--- src/rtl/fetch_pkg.sv ---
// rtl/fetch_pkg.sv - shared constants and helpers for the instruction fetch unit
package fetch_pkg;

    localparam logic [31:0] RESET_PC_DEFAULT = 32'h0000_0000;
    localparam int          PC_INCR          = 4;

    // Counters must hold 0..DEPTH inclusive.
    function automatic int cnt_width(input int depth);
        return $clog2(depth + 1);
    endfunction

endpackage

--- src/rtl/fetch_fifo.sv ---
// rtl/fetch_fifo.sv - DEPTH-entry {pc, instr} queue with synchronous flush
module fetch_fifo
    import fetch_pkg::*;
#(
    parameter int WIDTH = 32,
    parameter int DEPTH = 4,
    localparam int CW = cnt_width(DEPTH)
) (
    input  logic             clk_in,
    input  logic             rst_in,
    input  logic             flush_in,
    input  logic             push_in,
    input  logic [WIDTH-1:0] push_pc_in,
    input  logic [WIDTH-1:0] push_instr_in,
    input  logic             pop_in,
    output logic             valid_out,
    output logic [WIDTH-1:0] pc_out,
    output logic [WIDTH-1:0] instr_out,
    output logic [CW-1:0]    count_out
);

    localparam int AW = $clog2(DEPTH);

    logic [WIDTH-1:0] pc_mem_q    [DEPTH];
    logic [WIDTH-1:0] instr_mem_q [DEPTH];
    logic [AW-1:0]    rd_ptr_q;
    logic [AW-1:0]    wr_ptr_q;
    logic [CW-1:0]    count_q;
    logic             do_push;
    logic             do_pop;

    assign do_pop  = pop_in && (count_q != '0);
    assign do_push = push_in && ((count_q != CW'(DEPTH)) || do_pop);

    // Flush drops everything, including a push or pop requested in the same cycle.
    always_ff @(posedge clk_in or negedge rst_in) begin
        if (!rst_in) begin
            rd_ptr_q <= '0;
            wr_ptr_q <= '0;
            count_q  <= '0;
            for (int i = 0; i < DEPTH; i++) begin
                pc_mem_q[i]    <= '0;
                instr_mem_q[i] <= '0;
            end
        end else if (flush_in) begin
            rd_ptr_q <= '0;
            wr_ptr_q <= '0;
            count_q  <= '0;
        end else begin
            if (do_push) begin
                pc_mem_q[wr_ptr_q]    <= push_pc_in;
                instr_mem_q[wr_ptr_q] <= push_instr_in;
                wr_ptr_q              <= wr_ptr_q + AW'(1);
            end
            if (do_pop) begin
                rd_ptr_q <= rd_ptr_q + AW'(1);
            end
            count_q <= count_q + CW'(do_push) - CW'(do_pop);
        end
    end

    assign valid_out = (count_q != '0);
    assign pc_out    = pc_mem_q[rd_ptr_q];
    assign instr_out = instr_mem_q[rd_ptr_q];
    assign count_out = count_q;

endmodule

--- src/rtl/fetch_unit.sv ---
// rtl/fetch_unit.sv - credit-based instruction fetch with redirect and stale-response discard
module fetch_unit
    import fetch_pkg::*;
#(
    parameter int               WIDTH    = 32,
    parameter int               DEPTH    = 4,
    parameter logic [WIDTH-1:0] RESET_PC = WIDTH'(RESET_PC_DEFAULT)
) (
    input  logic             clk_in,
    input  logic             rst_in,
    input  logic             pc_src_in,
    input  logic [WIDTH-1:0] pc_branch_in,
    output logic             imem_req_valid_out,
    input  logic             imem_req_ready_in,
    output logic [WIDTH-1:0] imem_addr_out,
    input  logic             imem_rsp_valid_in,
    input  logic [WIDTH-1:0] imem_rsp_data_in,
    output logic             instr_valid_out,
    input  logic             instr_ready_in,
    output logic [WIDTH-1:0] instr_out,
    output logic [WIDTH-1:0] instr_pc_out,
    output logic [WIDTH-1:0] pc_current_out
);

    localparam int               CW         = cnt_width(DEPTH);
    localparam logic [CW:0]      CREDIT_LIM = (CW + 1)'(DEPTH);
    localparam logic [WIDTH-1:0] INCR       = WIDTH'(PC_INCR);

    logic [WIDTH-1:0] pc_q, pc_d;
    logic [WIDTH-1:0] rsp_pc_q, rsp_pc_d;
    logic [CW-1:0]    inflight_q, inflight_d;
    logic [CW-1:0]    discard_q, discard_d;
    logic [CW-1:0]    queue_count;
    logic [WIDTH-1:0] target;
    logic             req_fire;
    logic             rsp_keep;
    logic             pop;

    assign target = pc_branch_in & ~WIDTH'(3);

    // Every outstanding request owns a queue slot, so a response can always be accepted.
    assign imem_req_valid_out = rst_in && !pc_src_in &&
                                (({1'b0, queue_count} + {1'b0, inflight_q}) < CREDIT_LIM);
    assign req_fire           = imem_req_valid_out && imem_req_ready_in;
    assign rsp_keep           = imem_rsp_valid_in && !pc_src_in && (discard_q == '0);
    assign pop                = instr_valid_out && instr_ready_in && !pc_src_in;

    assign imem_addr_out  = pc_q;
    assign pc_current_out = pc_q;

    always_comb begin
        pc_d       = pc_q;
        rsp_pc_d   = rsp_pc_q;
        discard_d  = discard_q;
        inflight_d = inflight_q + CW'(req_fire) - CW'(imem_rsp_valid_in);
        if (pc_src_in) begin
            // Everything still outstanding is stale; a response arriving now is dropped here.
            pc_d      = target;
            rsp_pc_d  = target;
            discard_d = inflight_q - CW'(imem_rsp_valid_in);
        end else begin
            if (req_fire) begin
                pc_d = pc_q + INCR;
            end
            if (rsp_keep) begin
                rsp_pc_d = rsp_pc_q + INCR;
            end else if (imem_rsp_valid_in) begin
                discard_d = discard_q - CW'(1);
            end
        end
    end

    always_ff @(posedge clk_in or negedge rst_in) begin
        if (!rst_in) begin
            pc_q       <= RESET_PC;
            rsp_pc_q   <= RESET_PC;
            inflight_q <= '0;
            discard_q  <= '0;
        end else begin
            pc_q       <= pc_d;
            rsp_pc_q   <= rsp_pc_d;
            inflight_q <= inflight_d;
            discard_q  <= discard_d;
        end
    end

    fetch_fifo #(
        .WIDTH (WIDTH),
        .DEPTH (DEPTH)
    ) u_fifo (
        .clk_in        (clk_in),
        .rst_in        (rst_in),
        .flush_in      (pc_src_in),
        .push_in       (rsp_keep),
        .push_pc_in    (rsp_pc_q),
        .push_instr_in (imem_rsp_data_in),
        .pop_in        (pop),
        .valid_out     (instr_valid_out),
        .pc_out        (instr_pc_out),
        .instr_out     (instr_out),
        .count_out     (queue_count)
    );

endmodule

--- config.mk ---
export PLATFORM = sky130hd
export DESIGN_NAME = fetch_unit
export DESIGN_NICKNAME = d
export VERILOG_FILES = /design/src/rtl/fetch_pkg.sv /design/src/rtl/fetch_fifo.sv /design/src/rtl/fetch_unit.sv
export SDC_FILE = /design/constraint.sdc
export NUM_CORES = 1
export LEC_CHECK = 0
export CAP_MARGIN = 20
export CORE_AREA = 2 2 228 118
export CTS_CLUSTER_DIAMETER = 60
export CTS_CLUSTER_SIZE = 8
export DETAILED_ROUTE_END_ITERATION = 12
export DIE_AREA = 0 0 230 120
export GPL_TIMING_DRIVEN = 0
export PLACE_DENSITY = 0.95
export SLEW_MARGIN = 10
export SYNTH_ARGS = -nofsm -noshare
export SYNTH_HDL_FRONTEND = slang
export SYNTH_SLANG_ARGS = --single-unit
--- constraint.sdc ---
create_clock -name clk_in -period 6.75 [get_ports clk_in]
set_input_delay 1.0125 -clock clk_in [delete_from_list [all_inputs] [get_ports clk_in]]
set_output_delay 1.0125 -clock clk_in [all_outputs]
set_load 0.005 [all_outputs]
==> results of run 1 <==
==> cells by family after synthesis <==
logic type               after synthesis
AO/OA/AOI/OAI                        102
buffers and inverters                124
multiplexers                         307
XOR/XNOR                              41
adder cells (fa/ha/maj)               18
flip-flops                           321
AND/OR/NAND/NOR                      203
other                                  1
==> final timing paths <==
kind	to	slack (ns)	depth (start not counted)
max	instr_pc_out[28]	2.65	4
max reg2reg	inflight_q[2]$_DFF_PN0_	3.67	12
max in group asynchronous	u_fifo.pc_mem_q[35]$_DFFE_PN0P_	5.18	2
min reg2reg	u_fifo.instr_mem_q[97]$_DFFE_PN0P_	0.48	1
min	u_fifo.instr_mem_q[97]$_DFFE_PN0P_	0.48	1
min in group asynchronous	u_fifo.instr_mem_q[71]$_DFFE_PN0P_	0.51	1
==> layout make-up <==
type                            count  area [um2]  area share, %
Tap cell                          352         440           2.34
Multi-Input combinational cell    677        6480           34.5
Antenna cell                        1        2.50         0.0133
Sequential cell                   321        8030           42.8
Timing Repair Buffer              193        1970           10.5
Clock buffer                       48        1180           6.28
Clock inverter                      2        17.5         0.0932
Buffer                            103         586           3.12
Inverter                           21        78.8          0.420
==> flip-flops by register name, indices dropped and copies added, names as in the netlist <==
signal / cells
discard_q: 3
imem_addr_out: 30
inflight_q: 3
rsp_pc_q: 30
u_fifo.count_out: 3
u_fifo.instr_mem_q: 128
u_fifo.pc_mem_q: 120
u_fifo.rd_ptr_q: 2
u_fifo.wr_ptr_q: 2
==> report_power, final <==
part           total (mW)  leakage [nW]  internal (mW)  switching [mW]
Combinational        1.86          3.71           1.14           0.727
Clock                2.01         0.589           1.22           0.791
Sequential           2.46          4.25           2.23           0.231
==> cells in the final DEF, fill, tap and decap left out, types with 33 or more instances in the layout <==
master | Yosys | layout
dfrtp_1 | 321 | 321
mux2_2 | 227 | 227
mux4_2 | 62 | 62
nand3_1 | 33 | 33
nand2_1 | 67 | 67
buf_2 | 40 | 40
clkbuf_16 | 0 | 47
buf_4 | 37 | 37
clkdlybuf4s50_1 | 0 | 189
o21ai_0 | 47 | 47
==> layer usage <==
metal,up-vias,global-route usage (%)
met5,-,0
met4,0,7.70
met3,81,8.03
met2,504,43.1
met1,5603,43.2
li1,4542,-
==> cell usage after synthesis, types with 19 or more instances <==
| cell | instances | area, um2 |
|---|---|---|
| dfrtp_1 | 321 | 8030 |
| mux2_2 | 227 | 2560 |
| nand2_1 | 67 | 251 |
| mux4_2 | 62 | 1400 |
| o21ai_0 | 47 | 235 |
| buf_2 | 40 | 200 |
| buf_4 | 37 | 278 |
| nand3_1 | 33 | 165 |
| nor2_1 | 28 | 105 |
| xor2_1 | 25 | 219 |
| nand4_1 | 20 | 125 |
| clkbuf_1 | 19 | 71.3 |
| inv_1 | 19 | 71.3 |
==> per-stage QoR <==
step | util, % | setup WS [ns] | cells
after global routing | 73.0 | 2.51 | 1718
after detailed placement | 68.3 | 2.47 | 1666
after global placement | 68.0 | -8.79 | 1664
after floorplan | - | 3.60 | 1122
after CTS | 72.9 | 2.59 | 1716
final | 73.0 | 2.65 | 1718
==> worst reg2reg max path, cell delays in order, from the launching register on <==
cell     delay [ns]
dfrtp_1        0.42
ha_1           0.32
nor4_2         0.27
and4_1         0.22
buf_4          0.16
inv_2          0.07
buf_2          0.21
buf_2          0.25
ha_1           0.31
inv_1          0.04
ha_1           0.18
fa_1           0.38
xnor2_1        0.14
==> flow_summary_export.csv, run 1 <==
group,metric,value,unit
route,dr_wl_met2,17.9,mm
die,io_pins,200,
synthesis,ys_seq_elements,321,
placement,place_area,17600,um2
worst_setup_path,cpMaxStageDelayCell,"mux4_2",
worst_setup_path,critPathRequiredTime,5.74,ns
cts,htreeDepth,2,
timing,slew_violations,0,
route,dr.pass1.iters,6,
die,dieArea,27600,um2
synthesis,synthSimpleGateAreaFrac,7.11,%
worst_setup_path,crit_fanout,10,
synthesis,synth_area,15200,um2
timing,setup_viol,0,
timing,finalClockSkew,0.0299,ns
die,core,25700,um2
grt,grt_max_degree,116,
worst_setup_path,start_kind,"flip-flop",
cts,clk_pin_slew,0.05,ns
grt,track_usage,29.2,%
layout,drive_above_1_share,31.9,%
synthesis,synthArstFlopShare,100,%
route,via_per_inst,6.25,
route,top_layer_used,"met4",
route,drt-initial-drc-count,985,
route,antenna_left,0,
grt,grt_antenna_before_repair,1,
cts,cts_tree,"done",
timing,setup_tns,0,ns
route,wl_per_cell,23.1,um
synthesis,synth_edf_count,0,
synthesis,yosysUniqueCellTypes,57,
placement,gp_congestion,0.990,
outcome,outcome,"complete, no violations",
job,maxCapViolCount,0,
placement,place_hpwl,27.6,mm
cts,cts_inserted_buffers,46,
worst_setup_path,critPathBufInv,3,
power_and_ir_drop,p_per_area,337,nW/um2
grt,grt_pass1_vias,11100,
grt,grt-ovfl-total,0,
route,met1_length,17.6,mm
layout,fill_cells,1680,
synthesis,synth_flop_cell,"dfrtp_1",
grt,grt_pass1_wl,61.9,mm
timing,hold_viol,0,
worst_setup_path,cp-end-kind,"output pin",
route,routed-wl-met3,3.54,mm
worst_setup_path,crit_chain,"clkbuf_1 > buf_2 > mux4_2 > clkdlybuf4s50_1",
min_path,hold_path.class,"reg2reg",
timing,max_freq,244,MHz
power_and_ir_drop,totalPowerFinal,6.33,mW
die,rows,42,
synthesis,avgSynthCellArea,13.6,um2
timing,period_needed,4.10,ns
synthesis,synth_top_family_by_area,"multiplexers",
cts,cts_buffer_depth,3,
cts,root_buffer,"clkbuf_16",
synthesis,synthAdderAreaFrac,1.58,%
timing,relSlewSlack,38.1,%
placement,portBuffers,190,
route,drcViolationCount,0,
die,initial_utilization,58.9,%
cts,cts_resized,0,
synthesis,synth-xor-area-share,2.37,%
worst_setup_path,cp_data_arrival_time,3.08,ns
route,num_vias,10700,
power_and_ir_drop,worst_ir_drop_vdd,288,uV
layout,area_growth,23.9,%
synthesis,synth-compound-area-share,4.14,%
cts,cts_setup_buffers,0,
worst_setup_path,crit_family,"buffers and inverters",
worst_setup_path,startpoint,"u_fifo.rd_ptr_q[0]$_DFFE_PN0P_",
worst_setup_path,timing.rr.start,"inflight_q[2]$_DFF_PN0_",
synthesis,seq_area_frac_synth,53.0,%
cts,postCtsHoldBufs,0,
die,fp.dieW,230,um
layout,finalNetCount,1451,
min_path,worstHoldStart,"u_fifo.instr_mem_q[97]$_DFFE_PN0P_",
timing,period_share,60.7,%
cts,clock_sinks,321,
synthesis,yosys_warnings,0,
worst_setup_path,critical_path_class,"reg2out",
timing,rsz0062_at_grt,"false",
synthesis,synth.area.mux_share,27.4,%
synthesis,netlist_instances,1117,
timing,worst_pin_slew,0.920,ns
cts,clk_latency,0.55,ns
power_and_ir_drop,total_leakage_power,8.55,nW
die,chipHeight,120,um
layout,finish.instance_area,18800,um2
route,drt-total-wl,39.7,mm
timing,holdWs,0.484,ns
worst_setup_path,slowest_delay,0.64,ns
Power figures use the tool's default switching activity.
==> run 2: changes to the inputs <==
--- a/config.mk
+++ b/config.mk
@@ -6,13 +6,13 @@
 export NUM_CORES = 1
 export LEC_CHECK = 0
 export CAP_MARGIN = 20
-export CORE_AREA = 2 2 228 118
+export CORE_AREA = 2 2 250 129
 export CTS_CLUSTER_DIAMETER = 60
 export CTS_CLUSTER_SIZE = 8
 export DETAILED_ROUTE_END_ITERATION = 12
-export DIE_AREA = 0 0 230 120
+export DIE_AREA = 0 0 252 131
 export GPL_TIMING_DRIVEN = 0
-export PLACE_DENSITY = 0.95
+export PLACE_DENSITY = 0.87
 export SLEW_MARGIN = 10
 export SYNTH_ARGS = -nofsm -noshare
 export SYNTH_HDL_FRONTEND = slang
==> constraint.sdc (replaced) <==
create_clock -name clk_in -period 3.5 [get_ports clk_in]
set_input_delay 0.525 -clock clk_in [delete_from_list [all_inputs] [get_ports clk_in]]
set_output_delay 0.525 -clock clk_in [all_outputs]
set_load 0.005 [all_outputs]
==> run 2 against run 1 <==
  * Sequential share of layout area shrank 0.36 points
  * Register-to-register slack lost 3.2 ns
  * Core utilization shrank 12 points
  * Global-route usage shrank 4.8 points
  * Die area grew 20%
  * Clock power grew 93%
  * Highest routed layer unchanged
  * Cell area grew 0.85%
  * Clock skew shrank 0.011 ns
  * Sequential power grew 93%
==> flow_summary_export.csv, run 2 (synthesis results as in run 1) <==
group,metric,value,unit
power_and_ir_drop,clockPowerShare,31.7,%
placement,post-place-cells,1722,
route,wl_per_cell,22.3,um
layout,regMostFlops,"u_fifo.instr_mem_q",
timing,worst_pin_slew,1.08,ns
layout,finalNetCount,1452,
worst_setup_path,critical_path_class,"reg2out",
route,num_vias,10500,
route,dr.pass1.iters,7,
worst_setup_path,cp-end-kind,"output pin",
grt,grt_pass1_vias,10800,
layout,final_cell_mix,"dfrtp_1, mux2_2, clkdlybuf4s50_1",
timing,setup_ws,0.111,ns
route,antenna_left,0,
power_and_ir_drop,worst_ir_drop_vdd,319,uV
worst_setup_path,slowest_delay,0.71,ns
route,drt-initial-drc-count,941,
power_and_ir_drop,p_seq_share,39.0,%
timing,setup_viol,0,
cts,cts_tree,"done",
die,fp.dieW,252,um
worst_setup_path,critPathRequiredTime,2.97,ns
placement,pre_cts_slack,-0.316,ns
cts,clk_pin_slew,0.05,ns
cts,clk_latency,0.54,ns
die,core,31000,um2
cts,cts_setup_buffers,0,
timing,relSlewSlack,27.4,%
cts,clock_sinks,321,
placement,place_hpwl,28.1,mm
cts,root_buffer,"clkbuf_16",
outcome,outcome,"complete, no violations",
die,chipHeight,131,um
timing,period_share,96.8,%
cts,htreeDepth,2,
layout,drive_above_1_share,32.1,%
layout,largest_reg_flops,128,
worst_setup_path,crit_fanout,10,
job,maxCapViolCount,0,
worst_setup_path,crit_chain,"buf_2 > mux4_2 > clkdlybuf4s50_1",
power_and_ir_drop,switchingPower,3.36,mW
placement,place_area,17700,um2
grt,grt_max_degree,116,
worst_setup_path,start_kind,"flip-flop",
layout,finish.instance_area,18900,um2
power_and_ir_drop,comb_power_share,29.3,%
placement,gp_congestion,0.946,
die,io_pins,200,
grt,grt_antenna_before_repair,4,
route,drcViolationCount,0,
timing,rsz0062_at_grt,"false",
power_and_ir_drop,internal-power,8.85,mW
layout,layout_commonest_cell,"dfrtp_1",
layout,fin_cells,1778,
timing,max_freq,295,MHz
timing,period_needed,3.39,ns
die,initial_utilization,49.0,%
timing,finalClockSkew,0.0191,ns
min_path,hold_path.class,"in2async",
layout,reg.largest.list,"u_fifo.instr_mem_q: 128 flops, u_fifo.pc_mem_q: 120 flops",
cts,cts_buffer_depth,3,
route,via_per_inst,5.89,
timing,slew_violations,0,
grt,track_usage,24.4,%
grt,grt_pass1_wl,61.4,mm
power_and_ir_drop,netSwitchingFraction,27.5,%
die,rows,46,
worst_setup_path,cp_data_arrival_time,2.86,ns
timing,hold_viol,0,
placement,portBuffers,190,
layout,area_growth,25.0,%
worst_setup_path,cpMaxStageDelayCell,"dfrtp_1",
grt,grt-ovfl-total,0,
power_and_ir_drop,p_per_area,645,nW/um2
cts,cts_inserted_buffers,46,
route,drt-total-wl,39.7,mm
power_and_ir_drop,total_leakage_power,8.59,nW
die,dieArea,33000,um2
## run 2: changes by cell type in the layout (fill, tap and decap cells not counted), sizes merged
| cell | delta |
|---|---|
| clkbuf | -2 |
| diode | +3 |
| buf | +3 |
## run 2: critical path, delay by kind of cell (launching register included)
kind / cells / cell delay, ns
multiplexers: 1 / 0.64
flip-flops: 1 / 0.71
buffers and inverters: 2 / 0.97
## run 2: worst paths after layout
kind	from	endpoint	slack, ns	cells after the start
max	u_fifo.rd_ptr_q[0]$_DFFE_PN0P_	instr_pc_out[28]	0.11	3
min	rst_in	u_fifo.instr_mem_q[34]$_DFFE_PN0P_	0.02	2
max reg2reg	inflight_q[2]$_DFF_PN0_	inflight_q[2]$_DFF_PN0_	0.44	12
min reg2reg	u_fifo.pc_mem_q[17]$_DFFE_PN0P_	u_fifo.pc_mem_q[17]$_DFFE_PN0P_	0.47	2
max in group asynchronous	rst_in	u_fifo.count_out[2]$_DFF_PN0_	2.93	2
min in group clk_in	pc_src_in	u_fifo.wr_ptr_q[1]$_DFFE_PN0P_	0.45	4
## run 2: what timing repair did
action	in CTS	in global routing
endpoints found under the setup margin	58	13
endpoints found under the hold margin	0	43
hold buffers	0	3
resized for setup	0	6
## run 2: power by group through the flow
stage / Combinational [mW] / Clock (mW) / Sequential, mW
floorplan: 1.87 / 0 / 4.63
global placement: 3.49 / 0 / 4.74
detailed placement: 3.60 / 0 / 4.77
CTS: 3.60 / 3.95 / 4.75
global route: 3.84 / 4.13 / 4.83
finish: 3.58 / 3.87 / 4.76
## run 2: routing by layer
layer	track usage, %	up-vias	wire [um]
met5	0	-	0
met2	35.6	411	17600
li1	-	4543	-
met4	8.39	0	1100
met1	35.8	5445	18000
met3	6.30	75	2970
## run 2: cell type report
class / count / area (um2)
flip-flops and latches: 321 / 8030
inverters: 21 / 78.8
well taps: 408 / 510
fillers: 2342 / 12000
diodes: 4 / 10.0
plain buffers: 102 / 584
clock buffers: 48 / 1180
repair buffers: 195 / 2050
clock inverters: 2 / 17.5
multi-input cells: 677 / 6480
## run 2: per-stage QoR
step	hold slack (ns)	utilization, %	TNS, ns	power [mW]
floorplan	0.229	-	0	6.50
global placement	0.459	56.8	-4055.18	8.23
detailed placement	0.466	57.0	-0.558	8.37
CTS	0.0581	60.9	0	12.3
global route	0.0105	61.2	0	12.8
finish	0.0162	61.2	0	12.2
==> run 3: changes to the inputs <==
--- a/config.mk
+++ b/config.mk
@@ -6,13 +6,15 @@
 export NUM_CORES = 1
 export LEC_CHECK = 0
 export CAP_MARGIN = 20
-export CORE_AREA = 2 2 250 129
-export CTS_CLUSTER_DIAMETER = 60
+export CORE_AREA = 2 2 245 126
+export CTS_BUF_LIST = sky130_fd_sc_hd__clkbuf_8
+export CTS_CLUSTER_DIAMETER = 30
 export CTS_CLUSTER_SIZE = 8
 export DETAILED_ROUTE_END_ITERATION = 12
-export DIE_AREA = 0 0 252 131
+export DIE_AREA = 0 0 247 128
 export GPL_TIMING_DRIVEN = 0
-export PLACE_DENSITY = 0.87
+export HOLD_SLACK_MARGIN = 0.08
+export PLACE_DENSITY = 0.9
 export SLEW_MARGIN = 10
 export SYNTH_ARGS = -nofsm -noshare
 export SYNTH_HDL_FRONTEND = slang
==> run 3 against run 2 <==
  * Clock-buffer cell count grew 6
  * Clock skew grew 0.014 ns
  * Sequential power is essentially flat
  * First-iteration DRC count grew 9.7%
  * Via count shrank 0.32%
  * Fmax shrank 0.59%
  * Largest cell class unchanged
==> flow_summary_export.csv, run 3 (synthesis results as in run 1) <==
group,metric,value,unit
grt,track_usage,25.3,%
die,initial_utilization,51.1,%
route,drt-initial-drc-count,1032,
outcome,outcome,"complete, no violations",
cts,htreeDepth,2,
cts,cts_buffer_depth,3,
layout,largest_reg_flops,128,
grt,grt_pass1_wl,61.0,mm
placement,portBuffers,190,
placement,gp_congestion,0.918,
layout,layout_commonest_cell,"dfrtp_1",
power_and_ir_drop,internal-power,7.96,mW
placement,pre_cts_slack,-0.333,ns
timing,finalClockSkew,0.0332,ns
layout,drive_above_1_share,32.6,%
timing,relSlewSlack,30.2,%
route,num_vias,10400,
route,wl_per_cell,21.8,um
die,core,29700,um2
route,dr_wl_met2,17.8,mm
timing,setup_tns,0,ns
power_and_ir_drop,worst_ir_drop_vdd,307,uV
worst_setup_path,cp_data_arrival_time,2.88,ns
layout,reg.largest.list,"u_fifo.instr_mem_q: 128 flops, u_fifo.pc_mem_q: 120 flops",
worst_setup_path,crit_fanout,10,
timing,max_freq,293,MHz
power_and_ir_drop,comb_power_share,31.9,%
route,routed-wl-met3,3.43,mm
timing,setup_ws,0.0910,ns
route,drcViolationCount,0,
timing,holdWs,0.402,ns
route,met1_length,17.2,mm
timing,period_share,97.4,%
route,top_layer_used,"met4",
worst_setup_path,cpMaxStageDelayCell,"buf_1",
timing,period_needed,3.41,ns
grt,grt_antenna_before_repair,3,
grt,grt-ovfl-total,0,
cts,clock_sinks,321,
worst_setup_path,cp-end-kind,"output pin",
placement,place_hpwl,27.9,mm
route,dr.pass1.iters,7,
die,rows,45,
power_and_ir_drop,total_leakage_power,8.48,nW
layout,area_growth,22.7,%
die,io_pins,200,
power_and_ir_drop,clockPowerShare,25.6,%
power_and_ir_drop,switchingPower,3.22,mW
layout,final_cell_mix,"dfrtp_1, mux2_2, clkdlybuf4s50_1",
timing,worst_pin_slew,1.04,ns
die,fp.dieW,247,um
timing,rsz0062_at_grt,"true",
worst_setup_path,critPathRequiredTime,2.97,ns
cts,cts_setup_buffers,0,
worst_setup_path,start_kind,"flip-flop",
cts,root_buffer,"clkbuf_8",
timing,setup_viol,0,
power_and_ir_drop,p_seq_share,42.5,%
cts,clk_pin_slew,0.06,ns
timing,slew_violations,0,
die,dieArea,31600,um2
layout,finalNetCount,1458,
power_and_ir_drop,netSwitchingFraction,28.8,%
route,via_per_inst,5.83,
die,chipHeight,128,um
route,drt-total-wl,39.0,mm
layout,regMostFlops,"u_fifo.instr_mem_q",
timing,hold_viol,0,
grt,grt_pass1_vias,10800,
job,maxCapViolCount,0,
route,antenna_left,0,
worst_setup_path,crit_chain,"clkbuf_1 > buf_1 > mux4_2 > clkdlybuf4s50_1",
cts,cts_inserted_buffers,49,
worst_setup_path,critical_path_class,"reg2out",
cts,cts_tree,"done",
power_and_ir_drop,p_per_area,601,nW/um2
worst_setup_path,slowest_delay,0.58,ns
grt,grt_max_degree,108,
min_path,hold_path.class,"in2reg",
cts,clk_latency,0.59,ns
## run 3: cell types whose count changed in the layout (fill, tap and decap cells not counted), sizes merged
cell	delta
inv	+9
clkinvlp	+2
clkbuf	+6
dlygate4sd3	+2
bufinv	+1
clkinv	+1
diode	-1
buf	+1
## run 3: timing repair
| item | 4_1_cts | 5_1_grt |
|---|---|---|
| gates cloned | 0 | 0 |
| resized for setup | 4 | 2 |
| hold buffers | 5 | 0 |
| endpoints found under the hold margin | 24 | 0 |
| endpoints found under the setup margin | 59 | 15 |
## run 3: area by class of cell
class	instances	area (um2)
fillers	2165	11100
flip-flops and latches	321	8030
multi-input cells	677	6480
repair buffers	198	2080
clock buffers	54	743
plain buffers	102	587
well taps	399	499
clock inverters	15	92.6
inverters	21	78.8
diodes	3	7.51
## run 3: routing by layer
metal | up-vias | global-route usage [%]
li1 | 4539 | -
met5 | - | 0
met1 | 5407 | 37.0
met2 | 436 | 36.7
met4 | 0 | 7.58
met3 | 59 | 7.56
## run 3: final timing paths
check / depth (start not counted) / to / slack (ns) / start
max in group asynchronous: 5 / u_fifo.instr_mem_q[9]$_DFFE_PN0P_ / 2.15 / rst_in
max: 4 / instr_out[28] / 0.09 / u_fifo.rd_ptr_q[1]$_DFFE_PN0P_
min: 4 / u_fifo.wr_ptr_q[0]$_DFFE_PN0P_ / 0.40 / pc_src_in
max reg2reg: 12 / inflight_q[2]$_DFF_PN0_ / 0.42 / inflight_q[2]$_DFF_PN0_
min reg2reg: 1 / u_fifo.pc_mem_q[24]$_DFFE_PN0P_ / 0.48 / u_fifo.pc_mem_q[24]$_DFFE_PN0P_
min in group asynchronous: 3 / u_fifo.instr_mem_q[107]$_DFFE_PN0P_ / 0.60 / rst_in
## run 3: stage by stage
step	instances	total power, mW	util (%)	area [um2]
CTS	1787	11.3	62.7	18600
global placement	1711	8.21	59.2	17600
global route	1790	11.8	62.7	18600
floorplan	1122	6.50	-	15200
finish	1790	11.2	62.7	18600
detailed placement	1714	8.37	59.5	17700
## run 3: worst max-delay path, delay by kind of cell, from the launching register on
kind | cells | cell delay, ns
multiplexers | 1 | 0.44
flip-flops | 1 | 0.33
buffers and inverters | 3 | 1.51
## run 3: power by group through the flow
stage | registers (mW) | clock network [mW] | logic, mW
6_report | 4.75 | 2.87 | 3.56
5_1_grt | 4.82 | 3.12 | 3.84
4_1_cts | 4.74 | 2.94 | 3.60
3_5_place_dp | 4.77 | 0 | 3.60
3_3_place_gp | 4.74 | 0 | 3.47
2_1_floorplan | 4.63 | 0 | 1.87
==> RTL edit: new RTL, config.mk and constraints of run 3 <==
`WIDTH` is set to 32 in 2 places; all go to 40.
--- a/src/rtl/fetch_fifo.sv
+++ b/src/rtl/fetch_fifo.sv
@@ -4,3 +4,3 @@
 #(
-    parameter int WIDTH = 32,
+    parameter int WIDTH = 40,
     parameter int DEPTH = 4,
--- a/src/rtl/fetch_unit.sv
+++ b/src/rtl/fetch_unit.sv
@@ -4,3 +4,3 @@
 #(
-    parameter int               WIDTH    = 32,
+    parameter int               WIDTH    = 40,
     parameter int               DEPTH    = 4,
Interface: changed (6 resized); port bits go from 200 to 248. No check against the original RTL was run, so the function may have changed too.
==> RTL edit against run 3 <==
- wire length rose by 27%
- power up 22%
- die area unchanged
- sequential cell count up 80
- area after synthesis grew 26%
- combinational power is 22% higher
- setup slack got worse by 0.082 ns
- cell area is 24% higher
- critical endpoint is now instr_pc_out[14]
- highest routed layer unchanged
==> RTL edit: results (changes against run 3) <==
{
  "groute.layer.met2.usage": {"value": 46.3, "unit": "%", "change": "+9.6 points"},
  "detail_route.iter0.violations": {"value": 1262, "change": "+22%"},
  "total_leakage_power": {"value": 10.4, "unit": "nW", "change": "+22%"},
  "place.port_buffers": {"value": 239, "change": "+26%"},
  "ys_top_cells_by_count": {"value": "401 x dfrtp_1, 321 x mux2_2, 78 x mux4_2, 76 x nand2_1, 64 x buf_4"},
  "holdPathStages": {"value": 1, "change": "-3"},
  "drive_above_1_share": {"value": 34.9, "unit": "%", "change": "+2.3 points"},
  "routed_wl": {"value": 49.7, "unit": "mm", "change": "+27%"},
  "vias": {"value": 13100, "change": "+26%"},
  "worst_min_delay_path_startpoint": {"value": "u_fifo.pc_mem_q[43]"},
  "final.setup_skew": {"value": 0.0303, "unit": "ns", "change": "-0.00287 ns"},
  "num-nets-final": {"value": 1783, "change": "+22%"},
  "outcome": {"value": "completed"},
  "vias_in_the_first_global_route": {"value": 13600, "change": "+25%"},
  "timing.reg2reg.worst_path_depth": {"value": 11, "change": "-1"},
  "top_regs": {"value": "u_fifo.instr_mem_q (160), u_fifo.pc_mem_q (152)"},
  "number_of_antenna_violations_at_the_first_check_in_global_routing": {"value": 4, "change": "+1"},
  "timing_worst_slew_pin_value": {"value": 0.911, "unit": "ns", "change": "-0.126 ns"},
  "maximum_number_of_pins_on_one_net_before_global_route_repair": {"value": 107, "change": "-0.93%"},
  "ys_seq_area_share": {"value": 52.7, "unit": "%", "change": "-0.28 points"},
  "min_period": {"value": 3.49, "unit": "ns", "change": "+0.0816 ns"},
  "power.share.sequential": {"value": 43.3, "unit": "%", "change": "+0.8 points"},
  "grt_use_met3": {"value": 8.14, "unit": "%", "change": "+0.59 points"},
  "critPathCapture": {"value": "instr_pc_out[14]"},
  "clk-insertion-delay-late": {"value": 0.62, "unit": "ns", "change": "+0.03 ns"},
  "grtUsageTotal": {"value": 32.4, "unit": "%", "change": "+7.1 points"},
  "tritoncts.num_buffers": {"value": 58, "change": "+18%"},
  "dpl_worst_slack": {"value": -0.660, "unit": "ns", "change": "-0.327 ns"}
}
RTL edit: changes by cell type in the layout (fill, tap and decap cells not counted), sizes merged, moves of 6 or more:
cell / delta
clkbuf: +18
clkdlybuf4s50: +49
nand3: +16
mux2: +80
dfrtp: +80
nand4: +9
mux4: +16
buf: +18
and2: +6
nor4: +6
xor2: +6
RTL edit: final cells by class:
class | instances | area [um^2]
clock inverter | 9 | 66.3
timing repair buffer | 247 | 2590
multi-input combinational | 821 | 8100
buffer | 129 | 847
clock buffer | 63 | 867
sequential | 401 | 10000
fill | 1697 | 6590
tap | 399 | 499
antenna | 4 | 10.0
inverter | 21 | 78.8
RTL edit: what timing repair did:
item | in CTS | in global routing
pin swaps | 0 | 0
hold buffers | 5 | 0
resized for setup | 4 | 0
hold endpoints to repair | 101 | 0
setup endpoints to repair | 16 | 25
RTL edit: cell families after synthesis:
family / share of synthesized area (%)
adder cells (fa/ha/maj): 1.26
AO/OA/AOI/OAI: 3.23
other: 0.0197
buffers and inverters: 4.86
flip-flops: 52.7
AND/OR/NAND/NOR: 7.12
XOR/XNOR: 2.35
multiplexers: 28.5
RTL edit: through the flow:
stage	std cells	utilization [%]	hold slack (ns)	area, um^2
detailed placement	2014	74.3	0.480	22000
floorplan	1373	-	0.229	19100
CTS	2090	77.8	0.504	23100
global route	2090	77.8	0.514	23100
global placement	2011	74.0	0.463	21900
finish	2094	77.8	0.500	23100
RTL edit: worst max-delay path, stage by stage, from the launching register on:
cell             delay, ns
dfrtp_1               0.32
clkbuf_1              0.44
buf_2                 0.45
mux4_2                0.59
clkdlybuf4s50_1       0.55
RTL edit: routing by layer:
metal,share of wire [%],routed length (um),vias up
li1,-,-,5563
met5,0,0,-
met1,45,22400,6801
met2,43,21300,662
met3,9.7,4820,102
met4,2.3,1160,0
